### config.mk
export PLATFORM = sky130hd
export DESIGN_NAME = obj_collision_detect_flat
export DESIGN_NICKNAME = d
export VERILOG_FILES = /design/src/rtl/obj_collision_detect.sv /design/src/rtl/obj_collision_detect_if.sv /design/src/flat_wrapper.sv
export SDC_FILE = /design/constraint.sdc
export NUM_CORES = 1
export LEC_CHECK = 0
export BUFFER_PORTS_ARGS = -buffer_cell sky130_fd_sc_hd__buf_2
export CELL_PAD_IN_SITES_DETAIL_PLACEMENT = 0
export CELL_PAD_IN_SITES_GLOBAL_PLACEMENT = 2
export CORE_UTILIZATION = 29
export DETAILED_ROUTE_END_ITERATION = 7
export GPL_TIMING_DRIVEN = 0
export PLACE_DENSITY = 0.93
export SETUP_SLACK_MARGIN = 0.1
export SLEW_MARGIN = 20
export SYNTH_ARGS = -nofsm -noshare
export SYNTH_HDL_FRONTEND = slang
export SYNTH_SLANG_ARGS = --single-unit
### constraint.sdc
create_clock -name vid_clk -period 2.5 [get_ports vid_clk]
set_input_delay 0.25 -clock vid_clk [delete_from_list [all_inputs] [get_ports vid_clk]]
set_output_delay 0.25 -clock vid_clk [all_outputs]
set_load 0.01 [all_outputs]
### src/rtl/obj_collision_detect.sv
// obj_collision_detect
//   Pixel-accurate object/object and object/border collision detector.
//   Re-derives per-pixel object coverage from the obj_pkg sprite bitmaps on
//   the same scan the action layer renderer draws, ORs overlaps over a frame
//   and publishes one report per frame through a valid/ack handshake.
//   Ports:
//     vid_clk      video clock (only clock)
//     vid_reset_n  synchronous active-low reset
//     bus          obj_collision_detect_if.slave (pixels, objects, report)
//   Latency: report registers update 2 clocks after the frame-end pixel.

// Sprite table shared with the renderer. Sizes are per object; bitmaps are
// stored [obj][row][col] at a fixed 2**SprBits square.
package obj_pkg;
    localparam int NUM_OBJ = 4;
    localparam int SprBits = 4;
    localparam int SprMax  = 1 << SprBits;

    localparam logic [NUM_OBJ-1:0][11:0] ObjSizeX = {NUM_OBJ{12'd16}};
    localparam logic [NUM_OBJ-1:0][11:0] ObjSizeY = {NUM_OBJ{12'd16}};
    localparam logic [NUM_OBJ-1:0][SprMax-1:0][SprMax-1:0] Obj = '1;
endpackage

package vga_hd_pkg;
    localparam int ActivePels  = 1280;
    localparam int ActiveLines = 720;
endpackage

// Coverage of one object at the current pixel (combinational).
//   active, active_h, active_v  pixel
//   obj_x, obj_y, obj_en        this object's table entry
//   cov                         object covers the pixel with an opaque texel
module obj_cov_lane #(
    parameter int OBJ_IDX = 0
) (
    input  logic        active,
    input  logic [11:0] active_h,
    input  logic [11:0] active_v,
    input  logic [11:0] obj_x,
    input  logic [11:0] obj_y,
    input  logic        obj_en,
    output logic        cov
);
    localparam logic [11:0] SIZE_X = obj_pkg::ObjSizeX[OBJ_IDX];
    localparam logic [11:0] SIZE_Y = obj_pkg::ObjSizeY[OBJ_IDX];

    logic [11:0] rel_x;
    logic [11:0] rel_y;
    logic        in_box;
    logic        opaque;

    // Unsigned wrap: a pixel left of / above the object yields a huge offset
    // that fails the size test, so no signed compare is needed.
    assign rel_x  = active_h - obj_x;
    assign rel_y  = active_v - obj_y;
    assign in_box = (rel_x < SIZE_X) && (rel_y < SIZE_Y);
    // Only meaningful when in_box; low bits suffice since sizes <= SprMax.
    assign opaque = obj_pkg::Obj[OBJ_IDX][rel_y[obj_pkg::SprBits-1:0]][rel_x[obj_pkg::SprBits-1:0]];
    assign cov    = active && obj_en && in_box && opaque;
endmodule

module obj_collision_detect #(
    parameter int NUM_OBJ      = obj_pkg::NUM_OBJ,
    parameter int ACTIVE_PELS  = vga_hd_pkg::ActivePels,
    parameter int ACTIVE_LINES = vga_hd_pkg::ActiveLines
) (
    input  logic                  vid_clk,
    input  logic                  vid_reset_n,
    obj_collision_detect_if.slave bus
);
    localparam int NUM_PAIRS = NUM_OBJ * (NUM_OBJ - 1) / 2;
    localparam int STAGES    = 1;

    localparam logic [11:0] LAST_H = 12'(ACTIVE_PELS - 1);
    localparam logic [11:0] LAST_V = 12'(ACTIVE_LINES - 1);

    localparam logic [1:0] ST_EMPTY   = 2'd0;
    localparam logic [1:0] ST_FULL    = 2'd1;
    localparam logic [1:0] ST_OVERRUN = 2'd2;

    // Lexical pair numbering: (0,1),(0,2)..(0,N-1),(1,2)..(N-2,N-1).
    function automatic int pair_idx(input int i, input int j);
        return i * (2 * NUM_OBJ - i - 1) / 2 + (j - i - 1);
    endfunction

    // ---------------------------------------------------------------
    // Stage 0: per-pixel coverage, border and frame-end detect
    // ---------------------------------------------------------------
    logic [NUM_OBJ-1:0] cov_d;
    logic               border_d;
    logic               last_d;
    logic [11:0]        right_lim;
    logic [11:0]        bottom_lim;

    for (genvar i = 0; i < NUM_OBJ; i++) begin : g_lane
        obj_cov_lane #(.OBJ_IDX(i)) u_lane (
            .active   (bus.active),
            .active_h (bus.active_h),
            .active_v (bus.active_v),
            .obj_x    (bus.obj_x[i]),
            .obj_y    (bus.obj_y[i]),
            .obj_en   (bus.obj_en[i]),
            .cov      (cov_d[i])
        );
    end

    assign right_lim  = LAST_H - {4'd0, bus.frame_widths[1]};
    assign bottom_lim = LAST_V - {4'd0, bus.frame_widths[3]};

    assign border_d = bus.active && (
                          (bus.active_h < {4'd0, bus.frame_widths[0]}) ||
                          (bus.active_h > right_lim) ||
                          (bus.active_v < {4'd0, bus.frame_widths[2]}) ||
                          (bus.active_v > bottom_lim));

    assign last_d = bus.active && (bus.active_h == LAST_H) && (bus.active_v == LAST_V);

    // ---------------------------------------------------------------
    // Stage 1 registers
    // ---------------------------------------------------------------
    logic [NUM_OBJ-1:0] cov_q;
    logic               border_q;
    logic               last_q;
    logic [STAGES:1]    vld_q;
    logic [STAGES:0]    vld_pipe;

    assign vld_pipe = {vld_q, bus.active};

    // ---------------------------------------------------------------
    // Stage 1 combinational hits
    // ---------------------------------------------------------------
    logic [NUM_PAIRS-1:0] pair_hit;
    logic [NUM_OBJ-1:0]   frame_hit;

    for (genvar i = 0; i < NUM_OBJ; i++) begin : g_pi
        for (genvar j = i + 1; j < NUM_OBJ; j++) begin : g_pj
            localparam int K = pair_idx(i, j);
            assign pair_hit[K] = cov_q[i] & cov_q[j];
        end
    end

    assign frame_hit = cov_q & {NUM_OBJ{border_q}};

    // ---------------------------------------------------------------
    // Stage 2: accumulate, latch and report state
    // ---------------------------------------------------------------
    logic [NUM_PAIRS-1:0] acc_pair;
    logic [NUM_OBJ-1:0]   acc_frame;
    logic [NUM_PAIRS-1:0] pair_rpt;
    logic [NUM_OBJ-1:0]   frame_rpt;
    logic [7:0]           frame_cnt;
    logic [1:0]           state;
    logic [1:0]           state_nxt;

    // coll_ack only matters while a report is held; EMPTY ignores it.
    always_comb begin
        state_nxt = state;
        case (state)
            ST_EMPTY: begin
                if (last_q) state_nxt = ST_FULL;
            end
            ST_FULL: begin
                if (last_q && !bus.coll_ack)      state_nxt = ST_OVERRUN;
                else if (!last_q && bus.coll_ack) state_nxt = ST_EMPTY;
            end
            ST_OVERRUN: begin
                if (bus.coll_ack) state_nxt = last_q ? ST_FULL : ST_EMPTY;
            end
            default: state_nxt = ST_EMPTY;
        endcase
    end

    always_ff @(posedge vid_clk) begin
        if (!vid_reset_n) begin
            cov_q     <= '0;
            border_q  <= 1'b0;
            last_q    <= 1'b0;
            vld_q     <= '0;
            acc_pair  <= '0;
            acc_frame <= '0;
            pair_rpt  <= '0;
            frame_rpt <= '0;
            frame_cnt <= '0;
            state     <= ST_EMPTY;
        end else begin
            cov_q    <= cov_d;
            border_q <= border_d;
            last_q   <= last_d;
            vld_q    <= vld_pipe[STAGES-1:0];
            state    <= state_nxt;
            if (last_q) begin
                // Report includes the frame-end pixel itself.
                pair_rpt  <= acc_pair | pair_hit;
                frame_rpt <= acc_frame | frame_hit;
                acc_pair  <= '0;
                acc_frame <= '0;
                frame_cnt <= frame_cnt + 8'd1;
            end else if (vld_pipe[STAGES]) begin
                acc_pair  <= acc_pair | pair_hit;
                acc_frame <= acc_frame | frame_hit;
            end
        end
    end

    assign bus.coll_pair      = pair_rpt;
    assign bus.coll_frame     = frame_rpt;
    assign bus.coll_frame_cnt = frame_cnt;
    assign bus.coll_valid     = (state != ST_EMPTY);
    assign bus.coll_overrun   = (state == ST_OVERRUN);
endmodule

### src/rtl/obj_collision_detect_if.sv
// obj_collision_detect_if
//   Bundles the pixel stream, object table and per-frame collision report
//   of obj_collision_detect.
//   master : pixel source / game logic (drives pixels, objects, coll_ack)
//   slave  : the detector (drives coll_* report signals)
//   Ports of interest:
//     active, active_h, active_v     pixel stream
//     frame_widths                   border widths {bottom, top, right, left}
//     obj_x, obj_y, obj_en           object table
//     coll_pair, coll_frame          report data
//     coll_valid, coll_overrun       report state
//     coll_frame_cnt                 frames reported
//     coll_ack                       consumer acknowledge
interface obj_collision_detect_if #(
    parameter int NUM_OBJ = 4
);
    localparam int NUM_PAIRS = NUM_OBJ * (NUM_OBJ - 1) / 2;

    logic                         active;
    logic [11:0]                  active_h;
    logic [11:0]                  active_v;
    logic [3:0][7:0]              frame_widths;
    logic [NUM_OBJ-1:0][11:0]     obj_x;
    logic [NUM_OBJ-1:0][11:0]     obj_y;
    logic [NUM_OBJ-1:0]           obj_en;
    logic [NUM_PAIRS-1:0]         coll_pair;
    logic [NUM_OBJ-1:0]           coll_frame;
    logic                         coll_valid;
    logic                         coll_overrun;
    logic [7:0]                   coll_frame_cnt;
    logic                         coll_ack;

    modport master (
        output active, active_h, active_v, frame_widths,
        output obj_x, obj_y, obj_en, coll_ack,
        input  coll_pair, coll_frame, coll_valid, coll_overrun, coll_frame_cnt
    );

    modport slave (
        input  active, active_h, active_v, frame_widths,
        input  obj_x, obj_y, obj_en, coll_ack,
        output coll_pair, coll_frame, coll_valid, coll_overrun, coll_frame_cnt
    );
endinterface

### src/flat_wrapper.sv
// flat-port wrapper written by rule: the top's interface ports become plain ports
module obj_collision_detect_flat 
#(
    parameter int NUM_OBJ      = obj_pkg::NUM_OBJ,
    parameter int ACTIVE_PELS  = vga_hd_pkg::ActivePels,
    parameter int ACTIVE_LINES = vga_hd_pkg::ActiveLines
)
  (vid_clk, vid_reset_n, bus_active, bus_active_h, bus_active_v, bus_frame_widths, bus_obj_x, bus_obj_y, bus_obj_en, bus_coll_ack, bus_coll_pair, bus_coll_frame, bus_coll_valid, bus_coll_overrun, bus_coll_frame_cnt);
  obj_collision_detect_if #(.NUM_OBJ(NUM_OBJ)) bus_i ();
  input  logic vid_clk;
  input  logic vid_reset_n;
  input wire logic [$bits(bus_i.active)-1:0] bus_active;
  input wire logic [$bits(bus_i.active_h)-1:0] bus_active_h;
  input wire logic [$bits(bus_i.active_v)-1:0] bus_active_v;
  input wire logic [$bits(bus_i.frame_widths)-1:0] bus_frame_widths;
  input wire logic [$bits(bus_i.obj_x)-1:0] bus_obj_x;
  input wire logic [$bits(bus_i.obj_y)-1:0] bus_obj_y;
  input wire logic [$bits(bus_i.obj_en)-1:0] bus_obj_en;
  input wire logic [$bits(bus_i.coll_ack)-1:0] bus_coll_ack;
  output wire logic [$bits(bus_i.coll_pair)-1:0] bus_coll_pair;
  output wire logic [$bits(bus_i.coll_frame)-1:0] bus_coll_frame;
  output wire logic [$bits(bus_i.coll_valid)-1:0] bus_coll_valid;
  output wire logic [$bits(bus_i.coll_overrun)-1:0] bus_coll_overrun;
  output wire logic [$bits(bus_i.coll_frame_cnt)-1:0] bus_coll_frame_cnt;
  assign bus_i.active = bus_active;
  assign bus_i.active_h = bus_active_h;
  assign bus_i.active_v = bus_active_v;
  assign bus_i.frame_widths = bus_frame_widths;
  assign bus_i.obj_x = bus_obj_x;
  assign bus_i.obj_y = bus_obj_y;
  assign bus_i.obj_en = bus_obj_en;
  assign bus_i.coll_ack = bus_coll_ack;
  assign bus_coll_pair = bus_i.coll_pair;
  assign bus_coll_frame = bus_i.coll_frame;
  assign bus_coll_valid = bus_i.coll_valid;
  assign bus_coll_overrun = bus_i.coll_overrun;
  assign bus_coll_frame_cnt = bus_i.coll_frame_cnt;
  obj_collision_detect #(.NUM_OBJ(NUM_OBJ), .ACTIVE_PELS(ACTIVE_PELS), .ACTIVE_LINES(ACTIVE_LINES)) u_core (.vid_clk(vid_clk), .vid_reset_n(vid_reset_n), .bus(bus_i));
endmodule
### Word level (Yosys, flattened, before mapping)

Memories as Yosys holds them, arrays and structs flattened.
Index checks and enable logic that the tools add are counted.

| operators by class | value |
|---|---|
| add/subtract/negate cells | 11 |
| $lt $le $gt $ge | 20 |
| equal/unequal tests | 7 |
| multiplexer cells | 18 |
| bitwise gates (word level) | 10 |
| reductions and logical operators | 30 |

Operators by type and width:

| kind | number |
|---|---|
| less-than comparator 12 x 5 -> 1 bit (second input constant) | 8 |
| subtractor 12 bit | 8 |
| 2-to-1 mux 16 bit | 4 |
| less-than comparator 4 x 5 -> 1 bit (second input constant) | 8 |
| greater-than comparator 12 bit | 2 |
| less-than comparator 12 x 8 -> 1 bit | 2 |
| logical AND 1 bit | 21 |
| binary-select mux 1 bit (select 4 bit) | 4 |
| equality test 12 x 10 -> 1 bit (second input constant) | 1 |
| equality test 12 x 11 -> 1 bit (second input constant) | 1 |
| subtractor 11 x 8 -> 12 bit (first input constant) | 1 |
| subtractor 10 x 8 -> 11 bit (first input constant) | 1 |
| adder 8 x 1 -> 8 bit (second input constant) | 1 |
| 2-to-1 mux 2 bit | 4 |
| AND 1 bit | 6 |
| bitwise OR 6 bit | 1 |
| case mux 2 bit (3 select lines) | 1 |
| 2-to-1 mux 1 bit | 5 |
| AND 4 bit | 1 |
| bitwise OR 4 bit | 1 |
| logical OR 1 bit | 3 |
| inequality test 3 x 1 -> 1 bit (second input constant) | 1 |
| AND reduction 3 bit | 1 |
| equality test 2 x 1 -> 1 bit (second input constant) | 1 |
| 8 further kinds | 9 |

| word-level totals | value |
|---|---|
| register bits after elaboration | 37 |
| ROM bits | 1,024 |
| input bits | 160 |
| output and inout port bits | 20 |
| word-level logic and storage cells | 110 |
| memories | 4 |

Memory list:

| memory | depth | width | read ports | clocked after Yosys merged registers in | wr ports | RTL line | text |
|---|---|---|---|---|---|---|---|
| (no name shown) | 16 | 16 | 1 | 0 | 0 | obj_collision_detect.sv:58 | `assign opaque = obj_pkg::Obj[OBJ_IDX][rel_y[obj_pkg::SprBits-1:0]][rel_x[obj_pkg::SprBits-1:0]];` |
| (no name shown) | 16 | 16 | 1 | 0 | 0 | obj_collision_detect.sv:58 |  |
| (no name shown) | 16 | 16 | 1 | 0 | 0 | obj_collision_detect.sv:58 |  |
| (no name shown) | 16 | 16 | 1 | 0 | 0 | obj_collision_detect.sv:58 |  |

### Depth between registers and ports, before layout

| logic depth | value |
|---|---|
| word-level depth | 6 |
| depth in mapped cells | 10 |
| mapped depth without buffers | 10 |

### By module

A second synthesis with hierarchy kept.

| second synthesis, totals | value |
|---|---|
| cell total of the unflattened synthesis | 794 |
| area, all modules | 6,040.8 um^2 |

By module, submodules not included:

| module | times used | cells an instance | area each (um^2) | seq. area each (um^2) |
|---|---|---|---|---|
| obj_cov_lane | 4 | 133 | 950.9 | 0.0 |
| obj_collision_detect | 1 | 262 | 2,237.1 | 740.7 |

### Worst setup path before layout

Ideal clock, no wire load.

| timing | value |
|---|---|
| path kind | input-to-reg |
| from | input bus_obj_x[25] |
| to | register u_core.cov_q[2] |
| setup time | 0.088 ns |
| arrival | 1.895 ns |
| data required time | 2.412 ns |
| slack | 0.518 ns |
| cell stages on the path | 8 |
| path buffers | 0 |
| path through | inv_1 > ha_1 > a2111o_1 > o2111a_1 > or3_1 > o32ai_2 > o21ai_1 > nor4_2 |

| on the way | value |
|---|---|
| longest elaborated chain between the ends | 5 |
| elaborated cells on any way between the ends | 7 |
| classes of those cells | 1 x add/sub; 1 x order compare; 2 x mux; 3 x reduce/logical |

RTL lines:

| element | RTL line | text |
|---|---|---|
| start: declaration | flat_wrapper.sv:16 | `input wire logic [$bits(bus_i.obj_x)-1:0] bus_obj_x;` |
| subtractor 12 bit * | obj_collision_detect.sv:54 | `assign rel_x = active_h - obj_x;` |
| less-than comparator 12 x 5 -> 1 bit | obj_collision_detect.sv:56 | `assign in_box = (rel_x < SIZE_X) && (rel_y < SIZE_Y);` |
| logical AND 1 bit | obj_collision_detect.sv:56 |  |
| logical AND 1 bit | obj_collision_detect.sv:59 | `assign cov = active && obj_en && in_box && opaque;` |
| logical AND 1 bit * | obj_collision_detect.sv:59 |  |
| end signal: assignment | obj_collision_detect.sv:186 | `cov_q <= cov_d;` |
| end: declaration | obj_collision_detect.sv:121 | `logic [NUM_OBJ-1:0] cov_q;` |

Every way passes the cells marked *; elsewhere a longest branch is shown, timed or not. The select of a mux whose other input is x is not followed.
A chain may end at the register's enable or synchronous reset.

### Worst setup path after layout

| timing | value |
|---|---|
| from | input bus_active_h[5] |
| to | register u_core.cov_q[1] |

| on the way | value |
|---|---|
| longest elaborated chain between the ends | 5 |

RTL lines:

| element | RTL line | text |
|---|---|---|
| start: declaration | flat_wrapper.sv:13 | `input wire logic [$bits(bus_i.active_h)-1:0] bus_active_h;` |
| subtractor 12 bit | obj_collision_detect.sv:54 |  |
| less-than comparator 12 x 5 -> 1 bit | obj_collision_detect.sv:56 |  |
| logical AND 1 bit | obj_collision_detect.sv:56 |  |
| logical AND 1 bit (2 in a row) | obj_collision_detect.sv:59 |  |

No other way between the ends.

==> reports/qor.yml <==
synthesis:
  synth_nets: 1073
  ys_seq_elements: 37
  yosysSeqAreaShare: 0.127
  yosys_warnings: 0
  postSynthAreaPerCell_sq_um: 7.30
  synthCells: 798
  synth.largest_area_cell: "ha_1"
  syn_area_sq_um: 5830
  synth.area.top_cells: "ha_1 (25%), dfxtp_1 (13%), inv_1 (8.4%), a21oi_1 (6.1%), o21ai_0 (5.1%)"
  yosys_most_used_dff: "dfxtp_1"
  synth_top_area_share: 0.247
  synth_edf_count: 0
  ys_async_sr_fraction: 0
  synth_cell_types: 61
  synth_most_common_cell: "inv_1"
  synth_commonest_cells: "inv_1 (130), ha_1 (115), a21oi_1 (71)"
setup_path:
  startpoint_type: "input pin"
  cp-end-kind: "flop"
  cp_slowest_cell: "ha_1"
  cpPeakStageDelay_ns: 0.40
  crit_arrival_ns: 2.34
  worstSetupPathType: "input pin to flop"
  path_buf_inv: 1
  reg2reg_from: "u_core.last_q"
  worst_ep_required_time_ns: 2.65
  setup.worst_path.start: "bus_active_h[5]"
  path_max_fanout: 7
  cp_top_family: "simple AND/OR/NAND/NOR gates"
  timing.critical_path.mode_cell: "nand4_1"
  path_cells: "buf_2, ha_1, o21ai_0, a32o_1, nor3_1, nand4_1, nor4_1, nand4_1, nor4_4"
placed_design:
  place.gp.congestion: 0.816
  dpl.hpwl_microns: 15700
  placed_cell_area_sq_um: 7040
  io_buffers: 177
drt:
  first_pass_iters: 5
  first_iter_violations: 300
  remaining_drc_errors: 0
  routedWlPerCell_microns: 14.6
  routed_wl_microns: 18300
  vias_per_cell: 4.89
  detail-route-antenna-nets: 0
  vias: 6112
floorplan:
  row_count: 51
  io-pin-count: 180
  coreArea_sq_um: 19600
  start_util: 0.297
  die_width_microns: 144
  dieArea_sq_um: 20700
  die_height_microns: 144
cts:
  cts_made_buffers: 5
  cts_max_level: 2
  cts_hold_buf: 0
  post-cts-setup-buffer-count: 0
  clock_latency_ns: 0.28
  cts-root-buf: "clkbuf_16"
  clock_sinks: 37
  tritoncts: "done"
  cts_resized: 2
  clockBufferDepth: 2
  clk_pin_slew_ns: 0.05
final_layout:
  layout.nets: 1257
  fin_area_sq_um: 7200
  syn_to_final_growth_pct: 23.7
  drive_gt1_frac: 0.212
  fillers: 2159
power:
  combPwrFrac: 0.488
  p_leak_nw: 3.76
  swShare: 0.368
  intPower_w: 0.00146
  pwr-share-clk: 0.255
  p_per_area_nw_per_um2: 320
  peakVddDrop_uv: 251
  pwr-share-seq: 0.257
  p_sw_w: 0.000846
sta:
  drv_slew: 0
  fin_crit_sh: 0.875
  fmax_ghz: 0.457
  setup-violations-final: 0
  whs_ns: 0.298
  tightest_slew_ns: 0.547
  max_slew_margin: 0.632
  min_period_ns: 2.19
  worst_clock_skew_ns: 0.00448
  hold_viol: 0
  grt_setup_unrepaired: "no"
grt:
  antenna_found_initial: 4
  grt_pass1_wl_microns: 28900
  grt_pass1_vias: 5702
  grt_overflow: 0
  grt_usage: 0.178
  grt_max_degree: 12
hold_path:
  min_path_type: "input pin to flop"
  min_from: "bus_active_h[0]"
job:
  cap_violations: 0
status:
  outcome: "complete, no violations"
## tightest hold or removal path, stage by stage
cell     delay (ns)
buf_2          0.15
nand3_1        0.08
nor4_1         0.05
## flip-flops by register name, summed over array words and instances, names as in the netlist
name                       count
u_core.last_q                  1
u_core.acc_frame               4
u_core.border_q                1
u_core.bus.coll_pair           6
u_core.cov_q                   4
u_core.acc_pair                6
u_core.bus.coll_frame          4
u_core.state                   2
u_core.vld_q                   1
u_core.bus.coll_frame_cnt      8
## layout by cell type (no fill, tap or decap), types with 4 or more instances in the layout
master	instances
nor3b_1	4
buf_1	6
o2111ai_1	6
mux2_2	4
or2_2	5
nor2b_1	13
or3_1	8
xor2_1	13
a21o_1	12
o31ai_1	5
clkbuf_1	8
nand3b_1	7
and3_1	13
o22ai_1	6
a211oi_1	4
nand4_1	17
nand2_1	35
nor3_1	16
mux2i_1	13
nor4_1	5
a2111oi_0	4
clkbuf_16	5
nor2_1	48
nand2b_1	14
o21a_1	8
inv_1	130
a21boi_0	7
o21ai_0	57
o211ai_1	7
a31oi_1	16
and2_1	9
a21oi_1	71
ha_1	115
xnor2_1	11
nand3_1	17
buf_2	179
dfxtp_1	37
## per-layer routing
metal	wire length (microns)	vias to the layer above	track usage	share of wire
li1	-	3263	-	-
met1	9100	2646	0.241	0.50
met2	7810	182	0.296	0.43
met3	1210	17	0.0353	0.066
met4	180	4	0.0224	0.0098
met5	18	-	0	0.00098
## layout make-up
class | count | area, sq um | share of cell area
inverter | 130 | 488 | 0.0677
sequential | 37 | 741 | 0.103
timing repair buffer | 177 | 886 | 0.123
multi-input combinational | 616 | 4550 | 0.632
clock inverter | 2 | 10.0 | 0.00139
tap | 265 | 332 | 0.0460
antenna | 3 | 7.51 | 0.00104
clock buffer | 6 | 129 | 0.0179
buffer | 15 | 58.8 | 0.00816
## power by group through the flow
stage	logic, W	clock network, W	registers, W
6_report	0.00112	0.000586	0.000592
5_1_grt	0.00128	0.000630	0.000592
4_1_cts	0.00112	0.000604	0.000592
3_5_place_dp	0.00111	0	0.000605
3_3_place_gp	0.00111	0	0.000605
2_1_floorplan	0.000753	0	0.000605
## metrics by stage
| step | setup TNS [ns] | total power, W | utilization | std cells | worst slack [ns] |
|---|---|---|---|---|---|
| after global routing | 0 | 0.00250 | 0.368 | 1249 | 0.108 |
| after CTS | 0 | 0.00232 | 0.367 | 1248 | 0.204 |
| final | 0 | 0.00230 | 0.368 | 1251 | 0.313 |
| after detailed placement | -0.483 | 0.00172 | 0.360 | 1240 | -0.410 |
| after floorplan | 0 | 0.00136 | - | 798 | 0.518 |
| after global placement | -0.480 | 0.00171 | 0.360 | 1240 | -0.379 |
## kinds of logic (layout without fill, tap and decap cells)
logic type,after synthesis,after routing,synth area share
AO/OA/AOI/OAI,240,240,0.265
XOR/XNOR,24,24,0.0361
adder cells (fa/ha/maj),115,115,0.247
buffers and inverters,145,330,0.0939
flip-flops,37,37,0.127
multiplexers,17,17,0.0301
other,0,3,0
AND/OR/NAND/NOR,220,220,0.201
## worst paths after layout
kind,to,slack [ns],cells past startpoint
max,u_core.cov_q[1],0.31,9
min,u_core.last_q,0.30,3
max reg2reg,u_core.bus.coll_frame_cnt[7],0.90,4
min reg2reg,u_core.acc_frame[2],0.46,2
Power figures use the tool's default switching activity.
